===== config.mk =====
export PLATFORM = sky130hd
export DESIGN_NAME = pipelined_adder
export DESIGN_NICKNAME = d
export VERILOG_FILES = /design/src/rtl/padd_pkg.sv /design/src/rtl/fullAdder.sv /design/src/rtl/padd_chunk.sv /design/src/rtl/pipelined_adder.sv
export SDC_FILE = /design/constraint.sdc
export NUM_CORES = 1
export LEC_CHECK = 0
export BUFFER_PORTS_ARGS = -buffer_cell sky130_fd_sc_hd__buf_4
export CAP_MARGIN = 20
export CORE_ASPECT_RATIO = 1.4
export CORE_MARGIN = 1.5
export CORE_UTILIZATION = 30
export DETAILED_ROUTE_END_ITERATION = 7
export HOLD_SLACK_MARGIN = 0.12
export PLACE_DENSITY = 0.48
export SLEW_MARGIN = 40
export SYNTH_ARGS = -nofsm -noshare
export SYNTH_HDL_FRONTEND = slang
export SYNTH_SLANG_ARGS = --single-unit

===== constraint.sdc =====
create_clock -name clk -period 5.1 [get_ports clk]
set_input_delay 0.51 -clock clk [delete_from_list [all_inputs] [get_ports clk]]
set_output_delay 0.51 -clock clk [all_outputs]
set_load 0.1 [all_outputs]

===== src/rtl/padd_pkg.sv =====
// Shared constants and slicing helpers for the pipelined adder.
// A chunk is one pipeline stage's slice of the operands: CW = WIDTH / STAGES bits.
package padd_pkg;

  // Default geometry: a 32-bit add split over four register stages.
  localparam int PADD_DEF_WIDTH  = 32;
  localparam int PADD_DEF_STAGES = 4;

  // Bits handled by each stage.
  function automatic int chunk_width(input int width, input int stages);
    return width / stages;
  endfunction

  // Index of the least-significant bit of chunk k.
  function automatic int chunk_slice(input int k, input int cw);
    return k * cw;
  endfunction

endpackage


===== src/rtl/fullAdder.sv =====
// One-bit full adder cell. This is the ripple building block reused from the
// original 8-bit adder, with its port order kept: (sum, cout, a, b, cin).
module fullAdder (
  output logic sum,
  output logic cout,
  input  logic a,
  input  logic b,
  input  logic cin
);

  assign sum  = a ^ b ^ cin;
  assign cout = (a & b) | (cin & (a ^ b));

endmodule


===== src/rtl/padd_chunk.sv =====
// CW-bit combinational ripple-carry chunk built from fullAdder cells.
// c_msb_in is the carry entering the top bit, which the final stage needs to
// form the signed-overflow flag.
module padd_chunk #(
  parameter int CW = 8
) (
  input  logic [CW-1:0] a,
  input  logic [CW-1:0] b,
  input  logic          ci,
  output logic [CW-1:0] s,
  output logic          co,
  output logic          c_msb_in
);

  // Each bit has its own carry wires, so the chain is a series of distinct
  // nets rather than one vector that feeds back into itself.
  for (genvar i = 0; i < CW; i++) begin : g_bit
    logic w_ci;
    logic w_co;

    if (i == 0) begin : g_first
      assign w_ci = ci;
    end else begin : g_next
      assign w_ci = g_bit[i-1].w_co;
    end

    fullAdder u_fa (
      .sum  (s[i]),
      .cout (w_co),
      .a    (a[i]),
      .b    (b[i]),
      .cin  (w_ci)
    );
  end

  assign co       = g_bit[CW-1].w_co;
  assign c_msb_in = g_bit[CW-1].w_ci;

endmodule


===== src/rtl/pipelined_adder.sv =====
// WIDTH-bit adder split into STAGES ripple chunks with a register stage after
// each chunk and a valid/ready handshake on both sides. Latency is STAGES
// cycles. When the pipe is not stalled it accepts one add per cycle.
// Optional feature: define PADD_OVF_EN to add the registered signed-overflow
// output ovf. Without it, the port and its flop are absent.
module pipelined_adder
  import padd_pkg::*;
#(
  parameter int WIDTH  = PADD_DEF_WIDTH,
  parameter int STAGES = PADD_DEF_STAGES
) (
  input  logic             clk,
  input  logic             rst,
  input  logic             in_valid,
  output logic             in_ready,
  input  logic [WIDTH-1:0] a,
  input  logic [WIDTH-1:0] b,
  input  logic             cin,
  output logic             out_valid,
  input  logic             out_ready,
  output logic [WIDTH-1:0] sum,
  output logic             cout
`ifdef PADD_OVF_EN
  ,
  output logic             ovf
`endif
);

  localparam int CW = chunk_width(WIDTH, STAGES);

  if ((STAGES < 1) || (STAGES > WIDTH)) begin : g_bad_stages
    $error("pipelined_adder: STAGES=%0d must be in 1..WIDTH=%0d", STAGES, WIDTH);
  end
  if ((WIDTH % STAGES) != 0) begin : g_bad_split
    $error("pipelined_adder: WIDTH=%0d is not a multiple of STAGES=%0d", WIDTH, STAGES);
  end

  // Stage record. psum has bits [(k+1)*CW-1:0] filled in by stage k, and bits
  // above that are still zero. The op_* fields carry the untouched operand bits
  // forward to the stages that have not consumed them yet.
  typedef struct packed {
    logic             valid;
    logic [WIDTH-1:0] psum;
    logic             carry;
    logic [WIDTH-1:0] op_a;
    logic [WIDTH-1:0] op_b;
  } stage_t;

  stage_t            r_stg        [STAGES];
  stage_t            w_in         [STAGES];
  stage_t            w_nxt        [STAGES];
  logic [CW-1:0]     w_chunk_s    [STAGES];
  logic              w_chunk_co   [STAGES];
  logic              w_chunk_cmsb [STAGES];
  logic [STAGES-1:0] w_vld;
  logic [STAGES-1:0] w_rdy;

  for (genvar k = 0; k < STAGES; k++) begin : g_stage
    localparam int LO = chunk_slice(k, CW);
    // Bits below k set: OR-ing them in makes the AND reduction cover
    // stages k..STAGES-1 only.
    localparam logic [STAGES-1:0] LOW_MASK = {STAGES{1'b1}} >> (STAGES - k);

    if (k == 0) begin : g_head
      assign w_in[k] = '{valid: in_valid, psum: '0, carry: cin, op_a: a, op_b: b};
    end else begin : g_link
      assign w_in[k] = r_stg[k-1];
    end

    padd_chunk #(.CW(CW)) u_chunk (
      .a        (w_in[k].op_a[LO +: CW]),
      .b        (w_in[k].op_b[LO +: CW]),
      .ci       (w_in[k].carry),
      .s        (w_chunk_s[k]),
      .co       (w_chunk_co[k]),
      .c_msb_in (w_chunk_cmsb[k])
    );

    assign w_nxt[k] = '{valid: w_in[k].valid,
                        psum:  w_in[k].psum | (WIDTH'(w_chunk_s[k]) << LO),
                        carry: w_chunk_co[k],
                        op_a:  w_in[k].op_a,
                        op_b:  w_in[k].op_b};

    assign w_vld[k] = r_stg[k].valid;

    // Stage k can load if any stage from k to the output holds a bubble, or if
    // the output is draining. This is the unrolled form of
    // rdy[k] = ~v[k] | rdy[k+1], written so no net depends on itself.
    // in_valid never reaches this path.
    assign w_rdy[k] = out_ready | ~&(w_vld | LOW_MASK);
  end

  // Advance every stage that is ready. Data fields load only with a real beat,
  // so a stalled or drained output keeps showing its last value.
  always_ff @(posedge clk) begin
    if (rst) begin
      // NOTE: the data fields are cleared as well as the valid bits, because
      // sum and cout must read back zero after reset, not leftover data.
      for (int k = 0; k < STAGES; k++) begin
        r_stg[k] <= '0;
      end
    end else begin
      for (int k = 0; k < STAGES; k++) begin
        if (w_rdy[k]) begin
          // NOTE: non-blocking assignments let every stage sample its
          // upstream neighbour's pre-edge value, so beats shift by exactly
          // one stage per clock whatever the loop order.
          if (w_in[k].valid) begin
            r_stg[k] <= w_nxt[k];
          end else begin
            r_stg[k].valid <= 1'b0;
          end
        end
      end
    end
  end

  assign in_ready  = w_rdy[0];
  assign out_valid = r_stg[STAGES-1].valid;
  assign sum       = r_stg[STAGES-1].psum;
  assign cout      = r_stg[STAGES-1].carry;

`ifdef PADD_OVF_EN
  logic r_ovf;

  // Signed overflow is registered with the final stage and follows the same
  // load and hold rules as sum.
  always_ff @(posedge clk) begin
    if (rst) begin
      r_ovf <= 1'b0;
    end else if (w_rdy[STAGES-1] && w_in[STAGES-1].valid) begin
      r_ovf <= w_chunk_cmsb[STAGES-1] ^ w_chunk_co[STAGES-1];
    end
  end

  assign ovf = r_ovf;
`else
  logic w_unused_cmsb;
  assign w_unused_cmsb = w_chunk_cmsb[STAGES-1];
`endif

endmodule


======== Word level (Yosys, flattened, before mapping) ========
Memories as Yosys holds them, arrays and structs flattened.
Cells that the tools add are included.
operators by class
  mux-type cells .......................... 42
  bitwise gates (word level) .............. 175
  reduce and logical (&&, ||, !) cells .... 7
operators with widths
  operator          count
  $mux 98           4
  $and 1x1->1       64
  $xor 1x1->1       64
  $or 1x1->1        44
  $mux 1            38
  $or 32x16->32     1
  $or 32x24->32     1
  $or 32x32->32     1
  $logic_not 1->1   4
  $reduce_and 4->1  1
  $reduce_and 3->1  1
  $reduce_and 2->1  1
word-level totals
  register bits ........................... 0
  bits in writable memories ............... 392
  output and inout port bits .............. 35
  word-level logic and storage cells ...... 225
  memories kept ........................... 1
memories
  name   words  width  read ports  clocked after memory_dff  wr ports  RTL line               source
  r_stg  4      98     4           0                         4         pipelined_adder.sv:49  stage_t r_stg [STAGES];

======== Longest topological paths before layout ========
An unclocked memory read counts as a cell.
  depth after elaboration ................. 20
  mapped depth ............................ 12

======== Modules after synthesis ========
From an unflattened synthesis, not the netlist that was laid out.
unflattened totals
  cells, all modules ...................... 526
  area, all modules ....................... 8708.4 um^2
modules (own cells, without submodules)
  module           times used  cells each  area an instance (um^2)  seq. area each (um^2)
  pipelined_adder  1           494         8067.7                   5525.3
  fullAdder        32          1           20.0                     0.0

======== Worst setup path before layout ========
No wires, ideal clock.
  path type ............................... register to register
  start ................................... memory r_stg[3][97] (netlist name)
  end ..................................... memory r_stg[0][10] (netlist name) (enable)
  setup time .............................. 0.491 ns
  arrival ................................. 4.305 ns
  data required time ...................... 4.609 ns
  setup slack ............................. 0.304 ns
  cell stages (with the launch flop) ...... 6
  cells stage by stage .................... edfxtp_1 > and4b_1 > clkbuf_1 > buf_6 > buf_6 > a21oi_1
RTL lines
  element          RTL line
  start, declared  pipelined_adder.sv:49

==> results.yml <==
global_route:
  grt_max_degree: 81
  grt_overflow: 0
  grt_usage_pct: 10.0
  antenna_found_initial: 0
  grt_pass1_wl_mm: 24.0
  grt_pass1_vias: 4752
synth:
  synthesis.nets: 660
  synthXorXnorAreaFrac_pct: 0
  yosysSeqAreaShare_pct: 63.4
  yosys_warnings: 0
  avgSynthCellArea_um2: 15.6
  syn-cell-area_mm2: 0.00871
  yosys.area_share.simple_pct: 14.7
  ys_types: 24
  synth-compound-area-share_pct: 7.01
  synth_top_family_by_area: "simple AND/OR/NAND/NOR gates"
  syn_inst: 559
  yosys.area_share.adder_pct: 7.35
  ys_seq_elements: 184
  synth_mux_area_share_pct: 0
clock_network:
  postCtsSetupRepairBufs: 0
  cts_hold_buf: 0
  clockBufferDepth: 2
  clock-sinks: 184
  insertion_delay_ns: 0.43
  cts_tree: "yes"
  clkTransAtPathRegs_ns: 0.07
  root_buffer: "clkbuf_16"
  h-tree-depth: 4
  cts_buffers: 17
  cts_resized: 0
finish:
  fillers: 2749
  fin_cells: 1026
  largest_reg_flops: 184
  layout.nets: 740
  layout_common_cells: "edfxtp_1, buf_4, inv_1, nor4b_1, nor3b_2"
  diodes: 0
  layout_commonest_cell: "edfxtp_1"
  drive_gt1_share_pct: 34.7
  multi_input_area_mm2: 0.00259
  synthToLayoutAreaGrowth_pct: 19.7
  seq_area_mm2: 0.00553
  regMostFlops: "r_stg"
  reg_top3: "r_stg x184"
worst_setup_path:
  worstSetupStartpointType: "flip-flop"
  r2r_start: "r_stg[1][16]$_SDFFCE_PN0P_"
  crit_path_max_fanout: 1
  critPathKind: "reg2reg"
  critPathRequiredTime_ns: 5.32
  worstRegToRegCells: 12
  cp.arrival_ns: 4.66
  r2r_end: "r_stg[2][88]$_SDFFCE_PN0P_"
  worst-r2r-setup-slack_ns: 0.67
  end_kind: "flip-flop"
detailed_routing:
  initialDrtViolationCount: 220
  ant_nets: 0
  viasPerCell: 4.37
  drt_pre_antenna_iters: 4
  vias: 4482
  routedWlPerCell_um: 14.4
  drc: 0
  routed_wl_mm: 14.8
die:
  fp.dieW_um: 147
  coreArea_mm2: 0.0285
  io_pins: 104
  die_y_um: 205
  start_util_pct: 30.6
  rows: 73
  dieArea_mm2: 0.0301
placement:
  dp_hpwl_mm: 10.2
  port_buffers: 103
  place_inst: 994
  gp_congestion: 0.675
min_path:
  min_to: "r_stg[0][56]$_SDFFCE_PN0P_"
  hold_path_class: "in2reg"
  whs_path_depth: 3
  hold_path_startpoint: "a[24]"
sta:
  timing.final.crit_share_pct: 86.9
  rsz0062_at_grt: "false"
  slew_viol_final: 0
  hold_viol_final: 0
  fmax_ghz: 0.226
  clock_skew_ns: 0.00589
  finalSetupViolations: 0
  finalSetupTns_ns: 0
  tightest_slew_ns: 0.804
  slew-limit-headroom_pct: 46.4
  period_minus_slack_ns: 4.43
flow_run:
  maxCapViolCount: 0
power:
  irDropWorstVdd_mv: 0.235
  leakagePower_nw: 3.76
  power.density_mw_per_mm2: 339
run_status:
  status: "completed"
==> per-layer routing <==
| layer | GRT usage [%] | up-vias | wire [um] |
|---|---|---|---|
| li1 | - | 2229 | - |
| met1 | 12.7 | 2155 | 7040 |
| met2 | 16.4 | 84 | 6970 |
| met3 | 2.72 | 14 | 512 |
| met4 | 3.79 | 0 | 243 |
| met5 | 0 | - | 0 |
==> power breakdown <==
group | internal, mW | switching, mW | leakage [nW] | total, mW
sequential | 1.77 | 0.0313 | 1.95 | 1.80
combinational | 0.142 | 0.239 | 1.53 | 0.381
clock | 0.814 | 0.531 | 0.290 | 1.35
total | 2.73 | 0.802 | 3.76 | 3.53
==> worst max-delay path, stage by stage, from the launching register on <==
cell	delay (ns)
edfxtp_1	0.38
inv_1	0.09
fa_1	0.18
inv_1	0.06
fa_1	0.47
fa_1	0.46
fa_1	0.46
fa_1	0.46
fa_1	0.46
fa_1	0.43
inv_1	0.09
fa_1	0.38
nor4_1	0.32
==> Yosys cell counts, drive strengths merged <==
cell type	count	area, um^2
edfxtp	184	5530
nand2b	2	12.5
and3b	1	8.76
a211oi	57	578
nor4b	68	596
o21bai	3	22.5
inv	84	315
fa	32	641
nor2	2	7.51
nor2b	2	12.5
nor3b	47	558
clkbuf	28	105
a21oi	2	10.0
nor3	5	25.0
clkinv	2	7.51
nor4	6	37.5
buf	29	223
nand2	3	11.3
nand3	1	5.00
and4b	1	10.0
==> per-stage QoR <==
stage | power (mW) | hold WS, ns | worst slack (ns) | util, % | cell area (um^2)
2_1_floorplan | 2.10 | 0.537 | 0.304 | - | 8710
3_3_place_gp | 2.21 | 0.551 | 0.753 | 34.3 | 9770
3_5_place_dp | 2.22 | 0.553 | 0.642 | 34.4 | 9800
4_1_cts | 3.58 | 0.404 | 0.610 | 36.5 | 10400
5_1_grt | 3.66 | 0.419 | 0.453 | 36.6 | 10400
6_report | 3.53 | 0.428 | 0.669 | 36.6 | 10400
==> how the worst max path moves through the flow <==
| stage | slack, ns | start | end |
|---|---|---|---|
| final | 0.67 | r_stg[1][16]$_SDFFCE_PN0P_ | r_stg[2][88]$_SDFFCE_PN0P_ |
| after global routing | 0.45 | r_stg[1][16]$_SDFFCE_PN0P_ | r_stg[2][88]$_SDFFCE_PN0P_ |
| after CTS | 0.61 | r_stg[1][16]$_SDFFCE_PN0P_ | r_stg[2][88]$_SDFFCE_PN0P_ |
| after detailed placement | 0.64 | r_stg[1][16]$_SDFFCE_PN0P_ | r_stg[2][88]$_SDFFCE_PN0P_ |
| after global placement | 0.75 | r_stg[1][48]$_SDFFCE_PN0P_ | r_stg[2][88]$_SDFFCE_PN0P_ |
| after floorplan | 0.30 | r_stg[3][97]$_SDFFCE_PP0P_ | r_stg[0][10]$_SDFFCE_PN0P_ |
==> cell type report <==
cell class	count	share of cell area, %
Multi-Input combinational cell	232	24.8
Timing Repair Buffer	118	8.75
Inverter	86	3.10
Sequential cell	184	53.0
Clock inverter	13	1.72
Clock buffer	18	4.12
Tap cell	375	4.50
==> kinds of logic after synthesis <==
group | after synthesis
DFF | 184
buffers and inverters | 143
and+or+nand+nor | 138
AOI/OAI and AO/OA | 62
adders and majority gates | 32
Power figures use the tool's default switching activity.
